--- config.mk ---
export PLATFORM = sky130hd
export DESIGN_NAME = seg7_scan_reader
export DESIGN_NICKNAME = d
export VERILOG_FILES = /design/src/rtl/seg7_scan_reader.sv
export SDC_FILE = /design/constraint.sdc
export NUM_CORES = 1
export LEC_CHECK = 0
export CORE_ASPECT_RATIO = 1.4
export CORE_MARGIN = 2
export CORE_UTILIZATION = 45
export CTS_CLUSTER_DIAMETER = 30
export CTS_CLUSTER_SIZE = 30
export DETAILED_ROUTE_END_ITERATION = 8
export PLACE_DENSITY = 0.71
export SLEW_MARGIN = 20
export SYNTH_ARGS = -nofsm -noshare
export SYNTH_HDL_FRONTEND = slang
export SYNTH_SLANG_ARGS = --single-unit
--- constraint.sdc ---
create_clock -name clk -period 5.85 [get_ports clk]
set_input_delay 0.585 -clock clk [delete_from_list [all_inputs] [get_ports clk]]
set_output_delay 0.585 -clock clk [all_outputs]
set_load 0.005 [all_outputs]
--- src/rtl/seg7_scan_reader.sv ---
// seg7_scan_reader
//   Reader side of a multiplexed 7-segment display bus. Samples the
//   active-low segment lines and active-low digit selects, waits for each
//   digit pattern to settle, decodes it to BCD (illegal patterns -> 4'hF with
//   an error flag) and publishes a full frame once every digit slot has been
//   captured. A frame that stalls part-way is discarded after a timeout.
//
// Ports
//   clk          system clock, rising edge
//   rst          asynchronous reset, active-high
//   seg_in       segments a..g (seg_in[6]=a .. seg_in[0]=g), active-low
//   dig_sel_n    digit selects, active-low, bit i = digit i
//   digits       committed frame, digit i at [4i+3:4i]
//   digit_err    bit i set when digit i held an illegal pattern
//   frame_valid  1-cycle pulse when digits/digit_err update
//   timeout      1-cycle pulse when a partial frame is discarded
//
// States
//   IDLE   | no single digit selected
//   SETTLE | one digit selected, counting identical samples
//   HOLD   | current window captured, waiting for the bus to move on

module seg7_scan_reader #(
    parameter int NUM_DIGITS     = 4,
    parameter int STABLE_CYCLES  = 8,
    parameter int TIMEOUT_CYCLES = 65535
) (
    input  logic                      clk,
    input  logic                      rst,
    input  logic [6:0]                seg_in,
    input  logic [NUM_DIGITS-1:0]     dig_sel_n,
    output logic [4*NUM_DIGITS-1:0]   digits,
    output logic [NUM_DIGITS-1:0]     digit_err,
    output logic                      frame_valid,
    output logic                      timeout
);

    localparam int SW = 7 + NUM_DIGITS;
    localparam int IW = $clog2(TIMEOUT_CYCLES + 1);

    localparam logic [1:0] IDLE   = 2'd0;
    localparam logic [1:0] SETTLE = 2'd1;
    localparam logic [1:0] HOLD   = 2'd2;

    localparam logic [7:0]    STAB_LAST = 8'(STABLE_CYCLES - 1);
    localparam logic [IW-1:0] IDLE_LAST = IW'(TIMEOUT_CYCLES - 1);
    localparam logic [IW-1:0] IDLE_SAT  = IW'(TIMEOUT_CYCLES);

    logic [6:0]              seg_s1, seg_s;
    logic [NUM_DIGITS-1:0]   sel_s1, sel_s;
    logic [SW-1:0]           smp, smp_prev;
    logic                    changed;
    logic [NUM_DIGITS-1:0]   sel_act;
    logic                    sel_valid;

    logic [1:0]              state;
    logic [7:0]              stab_cnt;
    logic                    capture;

    logic [3:0]              dec_val;
    logic                    dec_err;

    logic [4*NUM_DIGITS-1:0] slot_val;
    logic [NUM_DIGITS-1:0]   slot_err;
    logic [NUM_DIGITS-1:0]   seen;
    logic [NUM_DIGITS-1:0]   seen_next;
    logic [IW-1:0]           idle_cnt;
    logic                    commit;
    logic                    to_hit;

    // Synchronizers idle at all-ones: no digit selected, all segments dark.
    always_ff @(posedge clk or posedge rst) begin
        if (rst) begin
            seg_s1   <= '1;
            seg_s    <= '1;
            sel_s1   <= '1;
            sel_s    <= '1;
            smp_prev <= '1;
        end else begin
            seg_s1   <= seg_in;
            seg_s    <= seg_s1;
            sel_s1   <= dig_sel_n;
            sel_s    <= sel_s1;
            smp_prev <= smp;
        end
    end

    assign smp       = {sel_s, seg_s};
    assign changed   = (smp != smp_prev);
    assign sel_act   = ~sel_s;
    // exactly one select low: non-zero and a power of two
    assign sel_valid = (sel_act != '0) &&
                       ((sel_act & (sel_act - NUM_DIGITS'(1))) == '0);

    // The STABLE_CYCLES-th identical sample is the one seen while the count
    // already holds STABLE_CYCLES-1.
    assign capture = (state == SETTLE) && sel_valid && !changed &&
                     (stab_cnt == STAB_LAST);

    always_comb begin
        dec_val = 4'hF;
        case (seg_s)
            7'b0000001: dec_val = 4'd0;
            7'b1001111: dec_val = 4'd1;
            7'b0010010: dec_val = 4'd2;
            7'b0000110: dec_val = 4'd3;
            7'b1001100: dec_val = 4'd4;
            7'b0100100: dec_val = 4'd5;
            7'b0100000: dec_val = 4'd6;
            7'b0001111: dec_val = 4'd7;
            7'b0000000: dec_val = 4'd8;
            7'b0000100: dec_val = 4'd9;
            default:    dec_val = 4'hF;
        endcase
        // no legal pattern decodes to F
        dec_err = (dec_val == 4'hF);
    end

    always_ff @(posedge clk or posedge rst) begin
        if (rst) begin
            state    <= IDLE;
            stab_cnt <= '0;
        end else begin
            case (state)
                IDLE: begin
                    if (sel_valid) begin
                        state    <= SETTLE;
                        stab_cnt <= 8'd1;
                    end
                end
                SETTLE: begin
                    if (!sel_valid) begin
                        state    <= IDLE;
                        stab_cnt <= '0;
                    end else if (changed) begin
                        stab_cnt <= 8'd1;
                    end else if (capture) begin
                        state    <= HOLD;
                        stab_cnt <= '0;
                    end else begin
                        stab_cnt <= stab_cnt + 8'd1;
                    end
                end
                HOLD: begin
                    if (changed) begin
                        if (sel_valid) begin
                            state    <= SETTLE;
                            stab_cnt <= 8'd1;
                        end else begin
                            state    <= IDLE;
                            stab_cnt <= '0;
                        end
                    end
                end
                default: begin
                    state    <= IDLE;
                    stab_cnt <= '0;
                end
            endcase
        end
    end

    assign commit = &seen;
    // A capture on the same cycle restarts the idle window, so it suppresses
    // the timeout; a completing frame commits rather than being discarded.
    assign to_hit = (seen != '0) && !commit && !capture &&
                    (idle_cnt == IDLE_LAST);

    always_comb begin
        seen_next = (commit || to_hit) ? '0 : seen;
        if (capture) begin
            seen_next = seen_next | sel_act;
        end
    end

    always_ff @(posedge clk or posedge rst) begin
        if (rst) begin
            slot_val    <= '0;
            slot_err    <= '0;
            seen        <= '0;
            idle_cnt    <= '0;
            digits      <= '0;
            digit_err   <= '0;
            frame_valid <= 1'b0;
            timeout     <= 1'b0;
        end else begin
            frame_valid <= commit;
            timeout     <= to_hit;
            seen        <= seen_next;

            if (commit) begin
                digits    <= slot_val;
                digit_err <= slot_err;
            end

            for (int i = 0; i < NUM_DIGITS; i++) begin
                if (capture && sel_act[i]) begin
                    slot_val[4*i +: 4] <= dec_val;
                    slot_err[i]        <= dec_err;
                end
            end

            if (capture) begin
                idle_cnt <= '0;
            end else if (idle_cnt != IDLE_SAT) begin
                idle_cnt <= idle_cnt + IW'(1);
            end
        end
    end

endmodule

==> results of run 1 <==
-- per-layer routing --
layer | up-vias | wire length (um)
li1 | 1381 | -
met1 | 1376 | 3460
met2 | 43 | 4000
met3 | 12 | 203
met4 | 0 | 146
met5 | - | 0
-- sequential cells by signal, indices dropped and copies added, names as in the netlist --
register / count
stab_cnt: 8
seen: 4
sel_s: 4
slot_err: 4
idle_cnt: 16
timeout: 1
slot_val: 16
digit_err: 4
state: 2
frame_valid: 1
digits: 16
sel_s1: 4
seg_s: 7
smp_prev: 11
seg_s1: 7
-- worst max-delay path: stages, from the launching register on --
cell      delay (ns)
dfstp_2         0.59
xor2_1          0.11
nor4_4          0.39
nand4b_4        0.25
nor2_1          0.86
nor2_1          0.13
-- cell usage in the layout (no fill, tap or decap), types with 3 or more instances in the layout --
master / n
mux2_4: 5
xor2_1: 15
nor3b_1: 4
a21oi_1: 13
nand3_1: 7
dfrtp_1: 72
clkbuf_16: 9
nand2b_1: 4
inv_1: 5
ha_1: 3
nor2_1: 25
mux2_1: 13
nor3_1: 6
dfstp_2: 33
or3_1: 6
xnor2_1: 13
and2_1: 3
and3_1: 3
a21o_1: 6
nand2_1: 86
nand4_1: 8
clkdlybuf4s50_1: 34
a211oi_1: 10
-- path summary, 6_finish.rpt --
| kind | from | end | slack [ns] | cells past startpoint |
|---|---|---|---|---|
| worst max-delay path | seg_s[3]$_DFF_PP1_ | idle_cnt[9]$_DFFE_PP0P_ | 3.35 | 5 |
| worst max register to register | seg_s[3]$_DFF_PP1_ | idle_cnt[9]$_DFFE_PP0P_ | 3.35 | 5 |
| worst min-delay path | seg_s1[4]$_DFF_PP1_ | seg_s[4]$_DFF_PP1_ | 0.35 | 0 |
| worst min register to register | seg_s1[4]$_DFF_PP1_ | seg_s[4]$_DFF_PP1_ | 0.35 | 0 |
| min in group asynchronous | rst | timeout$_DFF_PP0_ | 0.70 | 2 |
| max in group asynchronous | rst | digits[5]$_DFFE_PP0P_ | 4.07 | 3 |
-- cells by family (layout without fill, tap and decap cells) --
logic type | after synthesis | after routing | share of synthesized area
and+or+nand+nor | 167 | 167 | 0.187
muxes | 21 | 21 | 0.0577
DFF | 105 | 105 | 0.606
buffers and inverters | 17 | 59 | 0.0168
AOI/OAI and AO/OA | 43 | 43 | 0.0677
adders and majority gates | 3 | 3 | 0.00853
xor gates and xnor gates | 28 | 28 | 0.0557
-- cell type report --
cell class	count	area, sq um
clock buffer	10	229
multi-input combinational	262	1660
sequential	105	2670
tap	132	165
clock inverter	6	58.8
fill	829	4340
inverter	6	25.0
timing repair buffer	37	367
-- power groups by stage --
stage | logic, mW | clock network (mW) | registers, mW
2_1_floorplan | 0.0366 | 0 | 0.771
3_3_place_gp | 0.0537 | 0 | 0.775
3_5_place_dp | 0.0552 | 0 | 0.775
4_1_cts | 0.0560 | 0.594 | 0.762
5_1_grt | 0.0613 | 0.630 | 0.765
6_report | 0.0542 | 0.581 | 0.762
==> qor.csv, run 1 <==
metric,value,unit
vias in the first global route,2819,
worst hold slack,0.355,ns
outcome,finished clean,
antenna violations before repair,0,
Area Overhead vs Synth,17.5,%
Post-synth EDFFs,0,
Total GRT Usage,0.166,
# setup viols final,0,
# Max-Cap Violations,0,
IO Port Bufs,34,
final setup margin,3.35,ns
Yosys top cell by area,dfrtp_1,
Synth Flop Type,dfrtp_1,
post-route insts no fill,558,
drt first pass iters,4,
Clk pwr share,0.416,
H-tree levels,3,
most instantiated library cell after synthesis,nand2_1,
Top Usage Layer GRT,met2,
layout cells sized above 1,0.153,
Avg WL per Cell,14.0,um
final wirelength,7.81,mm
DP HPWL,5.32,mm
register area share after synthesis,0.606,
sw frac,0.215,
met1 Resource Use GR,0.218,
Net Sw Power,0.300,mW
Achievable Freq,400,MHz
Syn Nets,400,
Die W,87.6,um
clock latency at the later pin of the worst-skew pair,0.34,ns
TritonCTS clock tree,done,
met3 Use GR,0.0395,
synth unique cells,49,
ant diodes,0,
Num CTS Buffers,9,
final hold vios,0,
ANT nets after route,0,
#FFs+latches synth,105,
critical path peak fanout,16,
cts hold-fix bufs,0,
residual DRC count,0,
final worst path period share,0.428,
Crit Path Category,reg -> reg,
die area,0.0106,sq mm
Placeable Area,0.00951,sq mm
static leakage,2.40,nW
vias,2812,
clock-pin slew on the worst setup and hold paths,0.07,ns
Post-synth top cells,"nand2_1, dfrtp_1, dfstp_2",
met2 usage in global routing,0.267,
first-pass GRT wire length,13.6,mm
Starting Density,0.463,
Power Total,1.40,mW
number of warnings issued by yosys,0,
I/O pins,35,
total clock sinks,105,
RePlAce Congestion,0.772,
Clock Path Buffers,2,
relative slew slack,0.259,
# resized after CTS,0,
placed cells,541,
RSZ-0062 raised after global routing,no,
clock root buffer,clkbuf_16,
Comb pwr share,0.039,
Internal,1.10,mW
Critical Path RT,6.03,ns
arrival time worst endpoint,2.68,ns
Post-synth ARST share,1.00,
final instance area,0.00517,sq mm
fin util,0.544,
dpl ws,3.33,ns
final net count,437,
Initial DRC Count,115,
peak supply drop,0.181,mV
Die Y,121,um
GR Overflow Total,0,
Placement Cell Area,0.00487,sq mm
largest net degree at the start of global routing,56,
min Tclk post-route,2.50,ns
postcts setup bufs,0,
crit path capture type,register,
Cell Rows,42,
setup tns final,0,ns
worst slew pin tran,1.11,ns
CP Launch Type,register,
clock skew,0.00634,ns
synthesized cell area,0.00440,sq mm
Syn Area/Cell,11.5,sq um
HP Class,reg -> reg,
Pwr Density,270,mW/mm^2
Post-Synthesis Cells,384,
Via density,5.04,
Yosys top cell area share,0.409,
synth top area cells,"dfrtp_1, dfstp_2, nand2_1",
Flop pwr share,0.545,
max-slew violation count,0,
Power figures use the tool's default switching activity.
==> inputs of run 2 (changes only) <==
==> constraint.sdc (replaced) <==
create_clock -name clk -period 2.55 [get_ports clk]
set_input_delay 0.255 -clock clk [delete_from_list [all_inputs] [get_ports clk]]
set_output_delay 0.255 -clock clk [all_outputs]
set_load 0.005 [all_outputs]
==> run 2 against run 1 <==
Net effect: global-route usage increased by 0.11 points; combinational power rose by 140%; maximum frequency grew 7.0%; clock skew up 0.0020 ns; final cell count increased by 0.54%; via count grew 1.6%; critical path depth stayed put; non-clock buffer count increased by 3; cell area grew 1.7%.
==> qor.csv, run 2 (synthesis results as in run 1) <==
metric,value,unit,change
Cell Rows,42,,unchanged
Achievable Freq,427,MHz,+7.0%
crit path capture type,register,,
final worst path period share,0.917,,+0.490
total clock sinks,105,,unchanged
Total GRT Usage,0.167,,+0.00109
Die W,87.6,um,unchanged
cell count of the worst reg-to-reg path,5,,unchanged
peak supply drop,0.338,mV,+87%
Flop pwr share,0.521,,-0.024
Crit Path Category,reg -> reg,,
I/O pins,35,,unchanged
outcome,finished clean,,
relative slew slack,0.507,,+0.248
"most common cell after layout, fill and taps aside",nand2_1,,
Layout fillers,827,,-0.24%
vias,2856,,+1.6%
vias in the first global route,2957,,+4.9%
largest net degree at the start of global routing,106,,+89%
Num CTS Buffers,9,,unchanged
layout cells sized above 1,0.168,,+0.0153
sw frac,0.217,,+0.00210
residual DRC count,0,,unchanged
FF+latch area,0.00267,sq mm,unchanged
Area Overhead vs Synth,19.5,%,
multi-input logic area,0.00167,sq mm,+0.60%
Power Total,3.36,mW,+140%
most frequent cells in the layout,"nand2_1, dfrtp_1, clkdlybuf4s50_1",,
RePlAce Congestion,0.837,,+8.5%
final hold vios,0,,unchanged
clock-pin slew on the worst setup and hold paths,0.07,ns,about the same
capture point of the worst reg-to-reg path,slot_val[5]$_DFFE_PP0P_,,
# resized after CTS,1,,+1
H-tree levels,3,,unchanged
CP endpoint,slot_val[5]$_DFFE_PP0P_,,
drt first pass iters,4,,unchanged
Internal,2.63,mW,+140%
max-slew violation count,0,,unchanged
critical path startpoint,sel_s[1]$_DFF_PP1_,,
min Tclk post-route,2.34,ns,-0.163 ns
Via density,5.09,,+1.0%
Die Y,121,um,unchanged
clock root buffer,clkbuf_16,,
Comb pwr share,0.038,,about the same
Initial DRC Count,139,,+21%
final net count,440,,+0.69%
postcts setup bufs,0,,unchanged
GR Overflow Total,0,,unchanged
# Max-Cap Violations,0,,unchanged
ant diodes,0,,unchanged
Clk pwr share,0.441,,+0.025
clock latency at the later pin of the worst-skew pair,0.35,ns,about the same
worst slew pin tran,0.738,ns,-0.370 ns
critical path peak fanout,13,,-3
HP Class,in -> reg,,
Avg WL per Cell,13.8,um,-1.7%
clock skew,0.00832,ns,+0.00199 ns
CP Launch Type,register,,
Pwr Density,639,mW/mm^2,+140%
Critical Path RT,2.78,ns,-3.25 ns
antenna violations before repair,0,,unchanged
post-route insts no fill,561,,+0.54%
Clock Path Buffers,2,,unchanged
Largest regs,"digits (16), idle_cnt (16), slot_val (16)",,
arrival time worst endpoint,2.57,ns,-0.11 ns
DP HPWL,5.36,mm,+0.88%
Reg2Reg Launch Point,sel_s[1]$_DFF_PP1_,,
Starting Density,0.463,,unchanged
placed cells,545,,+0.74%
cts hold-fix bufs,0,,unchanged
Reg2Reg Setup Slack,0.21,ns,-3.14 ns
RSZ-0062 raised after global routing,no,,
IO Port Bufs,34,,unchanged
TritonCTS clock tree,done,,
static leakage,2.45,nW,+1.8%
first-pass GRT wire length,13.8,mm,+1.3%
Placeable Area,0.00951,sq mm,unchanged
Net Sw Power,0.729,mW,+140%
final wirelength,7.72,mm,-1.2%
Hold Startpoint,seg_in[1],,
ANT nets after route,0,,unchanged
die area,0.0106,sq mm,unchanged
# setup viols final,0,,unchanged
-- run 2: cell types whose count changed in the layout (fill, tap and decap cells not counted), sizes merged --
cell / before / now
inv: 6 / 8
buf: 3 / 6
clkbuf: 10 / 11
clkinv: 3 / 1
clkinvlp: 2 / 1
-- run 2: worst max-delay path, cell delays in order, from the launching register on --
cell	delay, ns
dfstp_2	0.59
xor2_1	0.11
nor4_4	0.40
nand4b_4	0.26
or3_1	0.51
mux2_1	0.35
-- run 2: metal layers --
layer | up-vias | wire, um | track usage
met5 | - | 0 | 0
met4 | 0 | 220 | 0.0923
met3 | 15 | 173 | 0.0388
met2 | 39 | 3950 | 0.276
met1 | 1412 | 3370 | 0.198
li1 | 1390 | - | -
-- run 2: worst min path at each step --
stage | cells after the start | to
final | 1 | seg_s1[1]$_DFF_PP1_
after global routing | 1 | seg_s1[2]$_DFF_PP1_
after CTS | 1 | seg_s1[1]$_DFF_PP1_
after detailed placement | 0 | seg_s[6]$_DFF_PP1_
after global placement | 0 | seg_s[4]$_DFF_PP1_
after floorplan | 0 | seg_s1[0]$_DFF_PP1_
-- run 2: area by class of cell --
cell class,count,share of cell area
tap,132,0.0314
multi-input combinational,262,0.317
sequential,105,0.507
inverter,6,0.00500
clock inverter,5,0.0128
clock buffer,11,0.0502
timing repair buffer,40,0.0757
-- run 2: power by group through the flow --
stage | combinational (mW) | clock, mW | sequential [mW]
global placement | 0.129 | 0 | 1.78
global route | 0.145 | 1.59 | 1.75
floorplan | 0.0844 | 0 | 1.77
finish | 0.129 | 1.48 | 1.75
detailed placement | 0.130 | 0 | 1.78
CTS | 0.131 | 1.52 | 1.75
-- run 2: stage by stage --
| stage | setup TNS, ns | utilization | cell area [sq um] | hold WS [ns] | worst slack [ns] |
|---|---|---|---|---|---|
| finish | 0 | 0.553 | 5260 | 0.305 | 0.211 |
| global route | 0 | 0.553 | 5260 | 0.287 | 0.0547 |
| CTS | 0 | 0.552 | 5250 | 0.296 | 0.0939 |
| detailed placement | -0.0828 | 0.517 | 4920 | 0.347 | -0.0321 |
| global placement | 0 | 0.517 | 4920 | 0.346 | 0.0173 |
| floorplan | 0 | - | 4410 | 0.259 | 0.365 |
==> inputs of run 3 (changes only) <==
==> constraint.sdc (replaced) <==
create_clock -name clk -period 2.55 [get_ports clk]
set_input_delay 0.765 -clock clk [delete_from_list [all_inputs] [get_ports clk]]
set_output_delay 0.765 -clock clk [all_outputs]
set_load 0.005 [all_outputs]
==> run 3 against run 2 <==
Net effect: wire length increased by 4.4%; sequential power about the same; register-to-register slack gained 0.03 ns; total power decreased by 6.7%; die area stayed put; count of clock-buffer cells in the layout increased by 1; non-clock buffer count grew 2.
==> qor.csv, run 3 (synthesis results as in run 1) <==
metric,value,unit,change
outcome,finished clean,,
final hold vios,0,,unchanged
Num CTS Buffers,9,,unchanged
Pwr Density,603,mW/mm^2,-5.7%
dpl ws,0.188,ns,+0.220 ns
final wirelength,8.06,mm,+4.4%
Critical Path Max Stage Delay,0.58,ns,about the same
# setup viols final,0,,unchanged
# Max-Cap Violations,0,,unchanged
total clock sinks,105,,unchanged
ANT nets after route,0,,unchanged
clock root buffer,clkbuf_16,,
family with the most delay on the worst path,simple AND/OR/NAND/NOR gates,,
Crit Path Category,reg -> reg,,
postcts setup bufs,0,,unchanged
critical path startpoint,stab_cnt[1]$_DFFE_PP0P_,,
multi-input logic area,0.00166,sq mm,-0.30%
Avg WL per Cell,14.3,um,+4.1%
peak supply drop,0.359,mV,+6.0%
Power Total,3.14,mW,-6.7%
fin util,0.547,,-0.00592
"Critical Path, Cell by Cell",ha_1 > nor4b_1 > nand2_1 > or3_1 > mux2_4,,
post-route insts no fill,563,,+0.36%
Area Overhead vs Synth,18.2,%,
clock-pin slew on the worst setup and hold paths,0.07,ns,about the same
H-tree levels,3,,unchanged
max-slew violation count,0,,unchanged
min Tclk post-route,2.31,ns,-0.0314 ns
placed cells,547,,+0.37%
RePlAce Congestion,0.830,,-0.84%
clock latency at the later pin of the worst-skew pair,0.35,ns,about the same
final instance area,0.00520,sq mm,-1.1%
drt first pass iters,4,,unchanged
Critical Path RT,2.78,ns,about the same
RSZ-0062 raised after global routing,no,,
crit path max-delay cell type,or3_1,,
Layout fillers,829,,+0.24%
Reg2Reg Launch Point,stab_cnt[1]$_DFFE_PP0P_,,
cell count of the worst reg-to-reg path,5,,unchanged
Cell Rows,42,,unchanged
arrival time worst endpoint,2.54,ns,-0.03 ns
crit path capture type,register,,
Worst path depth,5,,unchanged
ant diodes,0,,unchanged
worst slew pin tran,0.876,ns,+0.138 ns
I/O pins,35,,unchanged
vias in the first global route,2922,,-1.2%
final worst path period share,0.905,,-0.0123
die area,0.0106,sq mm,unchanged
worst hold slack,0.356,ns,+0.0504 ns
Die Y,121,um,unchanged
critical path peak fanout,8,,-5
CP Launch Type,register,,
capture point of the worst reg-to-reg path,slot_val[11]$_DFFE_PP0P_,,
FF+latch area,0.00267,sq mm,unchanged
vias,2859,,+0.11%
final net count,442,,+0.45%
layout cells sized above 1,0.162,,-0.00542
Achievable Freq,433,MHz,+1.4%
Die W,87.6,um,unchanged
Largest regs,"digits (16), idle_cnt (16), slot_val (16)",,
CP endpoint,slot_val[11]$_DFFE_PP0P_,,
Via density,5.08,,-0.25%
cts hold-fix bufs,0,,unchanged
DP HPWL,5.63,mm,+5.0%
Initial DRC Count,152,,+9.4%
static leakage,2.42,nW,-1.1%
most frequent cells in the layout,"nand2_1, dfrtp_1, clkdlybuf4s50_1",,
setup tns final,0,ns,unchanged
residual DRC count,0,,unchanged
first-pass GRT wire length,14.1,mm,+2.0%
relative slew slack,0.415,,-0.0925
Total GRT Usage,0.174,,+0.00710
"most common cell after layout, fill and taps aside",nand2_1,,
Placement Cell Area,0.00493,sq mm,+0.31%
Reg2Reg Setup Slack,0.24,ns,+0.03 ns
CP bufs+invs,0,,unchanged
final setup margin,0.242,ns,+0.0314 ns
Clock Path Buffers,2,,unchanged
HP Class,reg -> reg,,
largest net degree at the start of global routing,74,,-30%
GR Overflow Total,0,,unchanged
IO Port Bufs,34,,unchanged
TritonCTS clock tree,done,,
Placeable Area,0.00951,sq mm,unchanged
clock skew,0.00704,ns,-0.00129 ns
antenna violations before repair,0,,unchanged
Starting Density,0.463,,unchanged
## run 3: cell types whose count changed in the layout (fill, tap and decap cells not counted)
cell       change
buf_4          +2
clkinv_2       +1
a2111oi_1      +1
bufinv_16      -1
clkinv_4       +1
clkbuf_1       +3
clkbuf_16      -1
inv_6          -2
inv_8          -1
inv_4          +1
clkbuf_8       -1
a2111oi_2      -1
## run 3: routing by layer
| layer | GRT usage | up-vias | share of wire |
|---|---|---|---|
| li1 | - | 1393 | - |
| met1 | 0.212 | 1412 | 0.41 |
| met2 | 0.292 | 44 | 0.54 |
| met3 | 0.0327 | 10 | 0.022 |
| met4 | 0.0856 | 0 | 0.023 |
| met5 | 0 | - | 0 |
## run 3: worst min-delay path by stage
stage                         end  slack (ns)                start  depth (start not counted)
2_1_floorplan  seg_s[0]$_DFF_PP1_        0.35  seg_s1[0]$_DFF_PP1_                          0
3_3_place_gp   sel_s[0]$_DFF_PP1_        0.35  sel_s1[0]$_DFF_PP1_                          0
3_5_place_dp   seg_s[3]$_DFF_PP1_        0.35  seg_s1[3]$_DFF_PP1_                          0
4_1_cts        sel_s[3]$_DFF_PP1_        0.36  sel_s1[3]$_DFF_PP1_                          0
5_1_grt        sel_s[0]$_DFF_PP1_        0.36  sel_s1[0]$_DFF_PP1_                          0
6_report       seg_s[3]$_DFF_PP1_        0.36  seg_s1[3]$_DFF_PP1_                          0
## run 3: layout make-up
cell class	count	share of cell area
timing repair buffer	42	0.0794
tap	132	0.0317
clock inverter	4	0.00553
multi-input combinational	262	0.320
sequential	105	0.513
inverter	6	0.00505
clock buffer	12	0.0455
## run 3: report_power, final
part | total [mW] | internal (mW) | switching (mW) | leakage, nW
clock network | 1.25 | 0.665 | 0.583 | 0.131
registers | 1.75 | 1.72 | 0.0286 | 1.34
logic | 0.140 | 0.0561 | 0.0838 | 0.956
total | 3.14 | 2.44 | 0.695 | 2.42
## run 3: what timing repair did
action,in CTS,in global routing
gates resized for setup,0,1
endpoints found under the hold margin,0,0
endpoints found under the setup margin,0,3
==> RTL change 1 (flow settings as in run 1) <==
Reset style: synchronous (`rst`), changed in 3 clocked blocks. Comments in the files are not updated.
--- a/src/rtl/seg7_scan_reader.sv
+++ b/src/rtl/seg7_scan_reader.sv
@@ -71,3 +71,3 @@
     // Synchronizers idle at all-ones: no digit selected, all segments dark.
-    always_ff @(posedge clk or posedge rst) begin
+    always_ff @(posedge clk) begin
         if (rst) begin
@@ -118,3 +118,3 @@
 
-    always_ff @(posedge clk or posedge rst) begin
+    always_ff @(posedge clk) begin
         if (rst) begin
@@ -175,3 +175,3 @@
 
-    always_ff @(posedge clk or posedge rst) begin
+    always_ff @(posedge clk) begin
         if (rst) begin
Behaviour: no difference found for any inputs over 10 cycles, from zero or initial values and one cycle with rst high; that may be too few to reach the edited logic, so the function may still have changed.
==> RTL change 1 against run 1 <==
Routed wire length is 19% higher. Hold slack better by 56 ps. Power fell by 0.26%. Setup slack lost 220 ps. Final area increased by 0.75%. Count of clock-buffer cells in the layout increased by 2. Cell count increased by 18%. Global-route usage up 1.1 points. Sequential cell count unchanged. Highest routed layer unchanged. Fmax fell by 8.2%. Area after synthesis rose by 5.0%.
==> RTL change 1: results (changes against run 1) <==
Clocking
  • Number of buffers created by CTS: 9 (unchanged)
  • Clock buffer depth: 2 (unchanged)
  • CTS clk-pin slew, worst paths: 70 ps (about the same)
  • # Post-CTS Setup Buffers: 0 (unchanged)
  • H-tree depth: 3 (unchanged)
  • Clk_lat worst skew: 340 ps (about the same)
  • Root cell of the clock tree: clkbuf_16
  • Post-cts sizing count: 0 (unchanged)

Placement
  • Post-DP HPWL: 6.73 mm (+27%)
  • DP Area: 4920 sq um (+0.95%)
  • Port Buffers: 34 (unchanged)
  • Final GP Congestion: 0.828 (+7.4%)

Final layout
  • N_diodes: 0 (unchanged)
  • Fin nets: 537 (+23%)
  • Largest regs: digits: 16 flops, idle_cnt: 16 flops, slot_val: 16 flops
  • Area of the multi-input gates: 2260 sq um (+37%)
  • Number of fill cells in the layout: 934 (+13%)
  • Share of layout cells above drive strength 1: 0.125 (-0.0271)

Pwr
  • Leak Pwr: 1.73 nW (-28%)
  • Max VDD drop: 0.214 mV (+18%)
  • Switching Fraction: 0.230 (+0.0152)

Routing
  • Starting DRT DRC Count: 171 (+49%)
  • DR WL/cell: 14.0 microns (+0.34%)
  • Via count: 3628 (+29%)
  • Detailed-router iteration count before antenna repair: 4 (unchanged)

Synthesis
  • Syn Nets: 527 (+32%)
  • Synth cell types: 60 (+22%)
  • Post-synth ARST share: 0 (-1.00)
  • Synth cell count leaders: dfxtp_1, nand2_1, a21oi_1
  • Synth area leaders: dfxtp_1, a21oi_1, nand2_1, or2_2, nand3_1
  • Post-synthesis sequential area ratio: 0.455 (-0.151)
  • Most used flip-flop cell after synthesis: dfxtp_1
  • YS warnings: 0 (unchanged)

Worst setup path
  • Arr. time, crit path: 2910 ps (+230 ps)
  • Largest fanout on the critical path: 17 (+1)

Outcome
  • Status: complete, no violations

Timing
  • Setup Skew: 7.87 ps (+1.53 ps)
  • Slew @ Worst Pin: 949 ps (-159 ps)
  • Final count of hold timing violations: 0 (unchanged)

Hold path
  • Tightest Hold Check Type: reg -> reg

GRT
  • Initial antenna violation count: 0 (unchanged)
  • GR Util All Layers: 0.177 (+0.0109)
  • Vias in the first global route: 3460 (+23%)
  • Largest net degree at the start of global routing: 79 (+41%)
  • First-pass GRT wire length: 15.5 mm (+14%)
==> RTL change 1: changes by cell type in the layout (fill, tap and decap cells not counted), moves of 17 or more <==
| cell | run 1 | this run |
|---|---|---|
| nand2_1 | 86 | 56 |
| or2_2 | 2 | 29 |
| nand3_1 | 7 | 30 |
| dfrtp_1 | 72 | 0 |
| dfxtp_1 | 0 | 105 |
| dfstp_2 | 33 | 0 |
| a31oi_1 | 0 | 17 |
| a21oi_1 | 13 | 46 |
==> RTL change 1: worst max-delay path, stage by stage, from the launching register on <==
cell,delay [ps]
dfxtp_1,400
ha_1,240
nor4bb_1,370
and2_1,400
o211ai_4,250
o21ai_4,750
nor3_1,160
==> RTL change 1: path summary, 6_finish.rpt <==
check	end	slack [ps]	start	cells after the start
worst min-delay path	sel_s[1]	410	sel_s1[1]	1
worst min register to register	sel_s[1]	410	sel_s1[1]	1
worst max-delay path	idle_cnt[6]	3120	stab_cnt[0]	6
worst max register to register	idle_cnt[6]	3120	stab_cnt[0]	6
==> RTL change 1: logic make-up after synthesis <==
group,synth area share
XOR/XNOR,0.0528
flip-flops,0.455
AND/OR/NAND/NOR,0.263
adder cells (fa/ha/maj),0.00812
buffers and inverters,0.0550
AO/OA/AOI/OAI,0.164
multiplexers,0.00217
==> RTL change 1: power by group through the flow <==
stage | Clock [mW] | Combinational [mW] | Sequential [mW]
final | 0.575 | 0.0785 | 0.741
after global routing | 0.619 | 0.0867 | 0.743
after CTS | 0.593 | 0.0790 | 0.741
after detailed placement | 0 | 0.0784 | 0.758
after global placement | 0 | 0.0762 | 0.756
after floorplan | 0 | 0.0740 | 0.749
==> RTL change 1: per-stage QoR <==
| step | setup WS, ps | std cells | hold WS [ps] |
|---|---|---|---|
| after CTS | 3150 | 661 | 410 |
| after global routing | 2910 | 661 | 415 |
| after floorplan | 3910 | 511 | 389 |
| final | 3120 | 661 | 411 |
| after global placement | 3210 | 645 | 392 |
| after detailed placement | 3110 | 645 | 398 |
==> RTL change 1: layer usage <==
| metal | wire, microns | part of all wire | up-vias | global-route usage |
|---|---|---|---|---|
| li1 | - | - | 1842 | - |
| met1 | 3810 | 0.41 | 1695 | 0.196 |
| met2 | 5010 | 0.54 | 76 | 0.327 |
| met3 | 269 | 0.029 | 15 | 0.0318 |
| met4 | 189 | 0.020 | 0 | 0.0662 |
| met5 | 0 | 0 | - | 0 |
==> RTL change 1: cell type report <==
type,count,area share
clock inverters,4,0.00672
inverters,11,0.00792
flip-flops and latches,105,0.403
well taps,135,0.0324
multi-input cells,359,0.435
repair buffers,35,0.0658
clock buffers,12,0.0492
==> RTL change 2 (flow settings as in run 1) <==
Made on the original files. `NUM_DIGITS`: 4 -> 3.
--- a/src/rtl/seg7_scan_reader.sv
+++ b/src/rtl/seg7_scan_reader.sv
@@ -23,3 +23,3 @@
 module seg7_scan_reader #(
-    parameter int NUM_DIGITS     = 4,
+    parameter int NUM_DIGITS     = 3,
     parameter int STABLE_CYCLES  = 8,
Interface: changed (resized dig_sel_n, digit_err and digits); port bits go from 35 to 29. No check against the original RTL was run, so the function may have changed too.
==> RTL change 2 against run 1 <==
Routed wire length shrank 14%. Critical path type unchanged. Power shrank 4.4%. Sequential share of layout area shrank 1.2 points. Synthesized cell count shrank 17%. Setup slack lost 99 ps. Sequential cell count shrank 14. Area after synthesis shrank 12%. Highest routed layer unchanged. Final area shrank 11%. Clock power grew 7.2%. Global-route usage shrank 0.30 points. Clock skew is essentially flat. Critical path depth is the same.
==> RTL change 2: results (changes against run 1) <==
Synthesis
  • Mux cell area share after synthesis: 0.0923 (+0.0346)
  • Synth Area in XOR/XNOR: 0.0563 (+0.000557)
  • Syn avg cell area: 12.2 sq um (+6.4%)
  • Post-synthesis sequential area ratio: 0.595 (-0.0115)
  • Post-Synth Adder-Cell Area: 0.00965 (+0.00112)
  • Syn Nets: 334 (-17%)
  • Synth cell types: 50 (+2.0%)
  • Synth cell count leaders: dfrtp_1, mux2_2, dfstp_2
  • Complex-gate fraction of the synthesized area: 0.0608 (-0.00688)
  • Synth area leaders: dfrtp_1, dfstp_2, mux2_2, xnor2_1, nor2_1

Final layout
  • Share of layout cells above drive strength 1: 0.244 (+0.0911)
  • Number of fill cells in the layout: 735 (-11%)
  • Fin nets: 367 (-16%)
  • Number of flip-flops in the largest register: 16
  • Non-filler instance count after layout: 462 (-17%)
  • Largest regs: idle_cnt: 16 flops, digits: 12 flops, slot_val: 12 flops
  • N_diodes: 0 (unchanged)

Outcome
  • Status: complete, no violations

Worst setup path
  • CP startpoint kind: flip-flop
  • R2R Path Start: seg_s[1]
  • Arr. time, crit path: 2830 ps (+150 ps)
  • Worst path slowest cell: nor3_2
  • Largest fanout on the critical path: 12 (-4)
  • Setup crit end: slot_val[1]
  • Max incr delay on CP: 630 ps (-230 ps)
  • Reg2Reg Setup Slack: 3250 ps (-100 ps)

Hold path
  • Worst min-delay path startpoint: sel_s1[2]
  • Hold Crit Endpoint: sel_s[2]

Timing
  • Setup Skew: 6.80 ps (+0.461 ps)
  • Min Tclk post-route: 2600 ps (+99.4 ps)
  • Slew @ Worst Pin: 725 ps (-383 ps)

Placement
  • Cell count after placement: 446 (-18%)
  • Port Buffers: 28 (-18%)
  • Post-DP HPWL: 4.64 mm (-13%)
  • Final GP Congestion: 0.853 (+11%)

GRT
  • First-pass GRT wire length: 11.6 mm (-15%)
  • GR Util All Layers: 0.163 (-0.00296)
  • Vias in the first global route: 2484 (-12%)
  • Largest net degree at the start of global routing: 49 (-13%)

Clocking
  • Clock buffer depth: 2 (unchanged)
  • # Post-CTS Setup Buffers: 0 (unchanged)

Routing
  • Via count: 2505 (-11%)
  • Starting DRT DRC Count: 102 (-11%)
  • Post-Route WL: 6.70 mm (-14%)

Pwr
  • Leak Pwr: 1.98 nW (-18%)
  • Cell-internal power: 1.05 mW (-4.4%)
  • Max VDD drop: 0.222 mV (+22%)
RTL change 2: power groups by stage:
stage                     logic, mW  registers, mW  clock network [mW]
after floorplan              0.0378          0.669                   0
after global placement       0.0486          0.674                   0
after detailed placement     0.0498          0.675                   0
after CTS                    0.0500          0.664               0.636
after global routing         0.0553          0.666               0.666
final                        0.0485          0.665               0.623
RTL change 2: critical path, delay by kind of cell (launching register included):
kind,cells,cell delay [ps]
mux,1,400
simple gates,3,1330
xor+xnor,1,140
flops,1,610
RTL change 2: layout make-up:
type | count | area (sq um) | area share
sequential | 91 | 2310 | 0.504
multi-input combinational | 206 | 1480 | 0.321
timing repair buffer | 29 | 288 | 0.0627
clock buffer | 10 | 229 | 0.0499
tap | 105 | 131 | 0.0286
clock inverter | 6 | 93.8 | 0.0204
inverter | 15 | 57.6 | 0.0125
RTL change 2: through the flow:
stage / setup WS, ps / total power [mW] / cell area (sq um) / hold WS (ps) / util
finish: 3250 / 1.34 / 4590 / 351 / 0.539
global route: 2920 / 1.39 / 4590 / 357 / 0.539
CTS: 3230 / 1.35 / 4590 / 355 / 0.539
detailed placement: 3250 / 0.725 / 4270 / 347 / 0.501
global placement: 3330 / 0.723 / 4270 / 345 / 0.501
floorplan: 2950 / 0.706 / 3890 / 345 / -
RTL change 2: cells by family after synthesis:
kind of cell	count (synthesis)
and+or+nand+nor	111
DFF	91
AOI/OAI and AO/OA	35
muxes	32
xor gates and xnor gates	25
buffers and inverters	22
adders and majority gates	3
RTL change 2: per-layer routing:
layer | wire length, microns | vias up | GRT usage
li1 | - | 1215 | -
met2 | 3430 | 45 | 0.268
met3 | 216 | 9 | 0.0309
met5 | 0 | - | 0
met1 | 2900 | 1236 | 0.195
met4 | 155 | 0 | 0.0962
